[config.mk]
export PLATFORM = sky130hd
export DESIGN_NAME = run_ctrl
export DESIGN_NICKNAME = d
export VERILOG_FILES = /design/src/rtl/run_ctrl.sv
export SDC_FILE = /design/constraint.sdc
export NUM_CORES = 1
export LEC_CHECK = 0
export CORE_UTILIZATION = 58
export DETAILED_ROUTE_END_ITERATION = 8
export PLACE_DENSITY = 0.79
export SLEW_MARGIN = 20
export SYNTH_ARGS = -nofsm -noshare
export SYNTH_HDL_FRONTEND = slang
export SYNTH_SLANG_ARGS = --single-unit
export TNS_END_PERCENT = 50
[constraint.sdc]
create_clock -name clk -period 2.2 [get_ports clk]
set_input_delay 0.44 -clock clk [delete_from_list [all_inputs] [get_ports clk]]
set_output_delay 0.44 -clock clk [all_outputs]
set_load 0.05 [all_outputs]
[src/rtl/run_ctrl.sv]
// run_ctrl: debounced continuous/single-step run controller for CPU debug
module run_ctrl #(
  parameter int DEBOUNCE_CYCLES = 1000000,
  parameter int SYNC_STAGES = 2
) (
  input  logic        clk,
  input  logic        rst,
  input  logic        cont,
  input  logic        step,
  output logic        run,
  output logic        paused,
  output logic        cont_db,
  output logic        step_db,
  output logic [15:0] step_cnt
);
  localparam int CW = $clog2(DEBOUNCE_CYCLES + 1);
  typedef enum logic [1:0] {PAUSE, STEP, HOLD, RUN} state_t;
  state_t state, nxt;
  logic [1:0] raw, db;
  logic [SYNC_STAGES-1:0] sync [2];
  logic [CW-1:0] cnt [2];
  logic step_prev;
  assign raw = {step, cont};
  assign cont_db = db[0];
  assign step_db = db[1];
  always_ff @(posedge clk or negedge rst)
    if (!rst) begin
      db <= '0;
      for (int i = 0; i < 2; i++) begin
        sync[i] <= '0;
        cnt[i] <= '0;
      end
    end else
      for (int i = 0; i < 2; i++) begin
        sync[i] <= {sync[i][SYNC_STAGES-2:0], raw[i]};
        if (sync[i][SYNC_STAGES-1] == db[i])
          cnt[i] <= '0;
        else if (cnt[i] == CW'(DEBOUNCE_CYCLES - 1)) begin
          db[i] <= sync[i][SYNC_STAGES-1];
          cnt[i] <= '0;
        end else
          cnt[i] <= cnt[i] + 1'b1;
      end
  always_comb begin
    nxt = state;
    case (state)
      PAUSE: nxt = cont_db ? RUN : (step_db && !step_prev) ? STEP : PAUSE;
      STEP:  nxt = cont_db ? RUN : HOLD;
      HOLD:  nxt = cont_db ? RUN : !step_db ? PAUSE : HOLD;
      RUN:   nxt = cont_db ? RUN : PAUSE;
      default: nxt = PAUSE;
    endcase
  end
  // outputs are registered from the next state so they track the state register exactly
  always_ff @(posedge clk or negedge rst)
    if (!rst) begin
      state <= PAUSE;
      run <= 1'b0;
      paused <= 1'b1;
      step_cnt <= '0;
      step_prev <= 1'b0;
    end else begin
      state <= nxt;
      run <= nxt == STEP || nxt == RUN;
      paused <= nxt != RUN;
      step_cnt <= step_cnt + 16'(nxt == STEP);
      step_prev <= step_db;
    end
endmodule
# Word-level counts from Yosys, hierarchy flattened
# Cells that the tools add are included.
classes:
  n_bitwise: 2
  add_sub_neg: 3
  eq_ne: 10
  n_mux: 11
  n_reduce_logical: 6
ops:
  columns: ["op", "count"]
  rows:
  - ["$mux 20", 4]
  - ["$add 20x1->20 const B", 2]
  - ["$eq 20x20->1 const B", 2]
  - ["$add 16x1->16", 1]
  - ["$mux 2", 4]
  - ["$pmux 2 s4", 1]
  - ["$eq 2x2->1 const B", 3]
  - ["$eq 2x1->1 const B", 2]
  - ["$reduce_and 2->1", 2]
  - ["$eq 1x1->1", 2]
  - ["$logic_not 2->1", 1]
  - ["$mux 1", 2]
  - ["$ne 2x2->1 const B", 1]
  - ["$not 1->1", 2]
  - ["$logic_and 1x1->1", 1]
  - ["$logic_not 1->1", 1]
  - ["$logic_or 1x1->1", 1]
totals:
  ff_bits: 67

# Logic depth before layout (Yosys ltp)
logic_depth:
  depth_word: 7
  depth_mapped: 9
  depth_no_buf: 9

# Worst setup path after synthesis
# No wires, ideal clock.
synth_path:
  path_kind: "register to register"
  from: "register db[1]"
  to: "register step_cnt[11]"
  required_time_ns: 2.059
  setup_time_ns: 0.141
  path_slack_ns: -0.123
  t_arrival_ns: 2.182
  path_stages_with_launch: 10
  cell_sequence: "dfrtp_1 -> nor2b_1 -> nand2_1 -> nand2_1 -> and3_1 -> ha_1 -> nand3_1 -> nor3_1 -> nand3_1 -> xnor2_1"
synth_between:
  elab_chain_len: 6
  word_cells_on_any_way: 8
  cone_classes: "add/sub (1); eq/ne (1); mux (5); reduce/logical (1)"
synth_lines:
  columns: ["element", "line", "rtl"]
  rows:
  - ["start: declaration", "19", "logic [1:0] raw, db;"]
  - ["start signal: indexed assignment", "39", "db[i] <= sync[i][SYNC_STAGES-1];"]
  - ["$logic_and 1x1->1", "47", "PAUSE: nxt = cont_db ? RUN : (step_db && !step_prev) ? STEP : PAUSE;"]
  - ["$mux 1", "47", null]
  - ["$mux 2", "47", null]
  - ["$pmux 2 s4", "46", "case (state)"]
  - ["net nxt[0]", "18", "state_t state, nxt;"]
  - ["$eq 2x1->1", "66", "step_cnt <= step_cnt + 16'(nxt == STEP);"]
  - ["$add 16x1->16", "66", null]
  - ["end signal: assignment", "66", null]
  - ["end: declaration", "14", "output logic [15:0] step_cnt"]
# The timed path passes the listed nets, and every way through them passes these cells.
# A chain may end at the register's enable or synchronous reset.

# Final worst setup path
layout_path:
  from: "register step_cnt[1]"
  to: "output step_cnt[1]"
# No word-level cell between the ends.

==> run summary <==
Status: finished, final reports clean
Worst path bufs/invs: 1
WP data arrival: 1.66 ns
Synth Cell Area: 3070 µm²
CTS Hold Buffers Added: 0
RSZ-0062 raised after global routing: no
CP delay by family, top: buffers and inverters
Worst vdd ir: 450 µV
Die Footprint: 5590 µm²
Netlist cell types: 39
Synth warn: 0
HP Class: in -> async
Iteration-0 DRC count of the detailed router: 134
Resize count post-CTS: 0
Critical Path Fanout Max: 6
Final #Nets: 331
Die width: 74.8 µm
Worst-path clk slew: 0.07 ns
Crit path time final: 2.10 ns
Startpoint types: register
Syn nets: 297
Main synth FF type: dfrtp_1
Initial Util: 60.2%
Critical path cell sequence: clkdlybuf4s50_1
# rows: 26
Core Region: 5110 µm²
Gr usage total: 22.5%
Final HPWL DP: 3880 µm
WL/cell: 14.0 µm
Largest net degree at the start of global routing: 68
FF-to-FF path depth: 8
Slew HR: 65.5%
Final worst-path cycle share: 95.3%
CTS Root Cell: clkbuf_8
Post-synthesis register bit count: 67
Slew Limit Fails: 0
Die H: 74.8 µm
DR pass1 iterations: 4
PortBufs: 23
Asr flop ratio synth: 100%
CTS tree: built
Post-synthesis cell count: 289
Layout cells sized above 1: 11.3%
Clock Latency Late Sink: 0.34 ns
Total CTS buffers: 9
Setup violators final: 0
CTS Buffer Depth: 2
P_leak: 1.55 nW
Reg2reg start: db[1]
Final wirelength: 5560 µm
Vias in the first global route: 1995
End of the worst register-to-register path: step_cnt[13]
Fin. Hold Viols: 0
First-pass GRT wire length: 9150 µm
WHS: 0.101 ns
Via count: 2228
Clock tree sinks: 67
Ports: 24
Drt drc: 0
Post-CTS setup repair buffer count: 0
Max Cap Viol: 0
Post-synthesis sequential area ratio: 54.6%
Setup TNS: 0 ns
Gr ovfl total: 0
Diodes inserted: 0
CTS H-tree depth: 3
Post-synth EDFFs: 0
Slew @ Worst Pin: 0.516 ns
Via density: 5.60
Power Dens Cells: 608 nW/µm²
GPL Wtd Cong: 0.809
Area grow syn2layout: 16.8%
Max stage delay on crit path: 0.85 ns
Req. time, crit path: 1.76 ns
Flop-to-flop setup slack: 0.15 ns
Slowest stage cell, crit path: clkdlybuf4s50_1
Detail Route Antenna Nets: 0
Synth Area per Inst: 10.6 µm²
Initial antenna violation count: 0
Crit end category: output port
Clock skew: 0.00648 ns
Fmax: 477 MHz
WS Path Type: reg -> out
per-stage QoR:
| step | instance area [µm²] | utilization, % | setup slack (ns) | power (mW) | instances |
|---|---|---|---|---|---|
| 6_report | 3590 | 70.3 | 0.104 | 2.18 | 398 |
| 5_1_grt | 3590 | 70.3 | 0.00694 | 2.27 | 398 |
| 4_1_cts | 3580 | 70.1 | 0.0974 | 2.21 | 398 |
| 3_5_place_dp | 3420 | 66.9 | 0.158 | 1.35 | 382 |
| 3_3_place_gp | 3420 | 66.9 | 0.251 | 1.35 | 382 |
| 2_1_floorplan | 3080 | - | 0.0291 | 1.30 | 289 |
cells by family after synthesis:
group / synth area share [%]
xor+xnor: 12.5
compound gates: 3.95
buf+inv: 1.47
fa+ha+maj: 1.63
mux: 1.06
flops: 54.6
simple gates: 24.8
worst reg2reg max path, stage by stage (launching register included):
cell     delay, ns
dfrtp_2       0.43
nor2b_1       0.15
mux2i_1       0.18
and3_1        0.23
ha_1          0.19
nand3_1       0.11
or3_1         0.41
nor2_1        0.13
xor2_1        0.15
sequential cells by signal (all words and copies together), names as in the netlist:
name       cells
state          2
step_cnt      16
sync           4
cnt           40
run            1
db             2
step_prev      1
paused         1
where the power goes:
part           internal (mW)  total (mW)  switching [mW]  leakage (nW)
Sequential              1.24        1.26          0.0113         0.915
Clock                  0.435       0.862           0.427        0.0872
Combinational         0.0220      0.0664          0.0444         0.549
Total                   1.70        2.18           0.483          1.55
worst max-delay path by stage:
stage,from,to,slack (ns),cells past startpoint
after floorplan,db[1],step_cnt[11],0.03,9
after global placement,db[1],step_cnt[11],0.25,9
after detailed placement,db[1],step_cnt[11],0.16,9
after CTS,paused,paused,0.1,1
after global routing,db[1],step_cnt[13],0.007,8
final,step_cnt[1],step_cnt[1],0.10,1
synthesized netlist by cell type, types with 2 or more instances:
library cell | count | area [µm²]
a21oi_1 | 8 | 40.0
and3_1 | 9 | 56.3
and3_2 | 2 | 15.0
buf_2 | 3 | 15.0
clkbuf_1 | 2 | 7.51
dfrtp_1 | 66 | 1650
ha_1 | 4 | 50.1
inv_1 | 4 | 15.0
mux2_2 | 2 | 22.5
nand2_1 | 24 | 90.1
nand3_1 | 23 | 115
nand4_1 | 11 | 68.8
nor2_1 | 38 | 143
nor3_1 | 4 | 20.0
nor3b_1 | 2 | 15.0
nor4_1 | 5 | 31.3
nor4b_1 | 3 | 26.3
o21ai_0 | 6 | 30.0
o31ai_1 | 4 | 30.0
or3_1 | 5 | 31.3
or4_1 | 4 | 30.0
xnor2_1 | 23 | 201
xor2_1 | 21 | 184
cell usage in the layout (no fill, tap or decap), types with 3 or more instances in the layout:
cell type and count:
nor2_1 38, and3_1 9, nand4_1 11, clkdlybuf4s50_1 22
xnor2_1 23, ha_1 4, nor4_1 5, o31ai_1 4
o21ai_0 5, buf_4 5, clkbuf_1 3, or3_1 5
nand2_1 24, nand3_1 22, nor3_1 3, a21oi_1 8
clkbuf_8 10, xor2_1 21, or4_1 4, dfrtp_1 64
inv_1 4, nor4b_1 3, clkinv_2 3
cell type report:
cell class / count / area (µm²)
timing repair buffer: 29 / 283
inverter: 4 / 15.0
fill: 394 / 1520
clock inverter: 3 / 15.0
multi-input combinational: 212 / 1360
sequential: 67 / 1680
tap: 70 / 87.6
clock buffer: 13 / 149
layer usage:
layer	share of wire [%]	vias up	track usage, %	wire length [µm]
met5	0	-	0	0
met4	1.7	0	9.85	97
met3	4.1	9	8.17	227
met2	47	46	34.6	2620
met1	47	1094	28.9	2610
li1	-	1079	-	-
(Power assumes the default switching activity.)
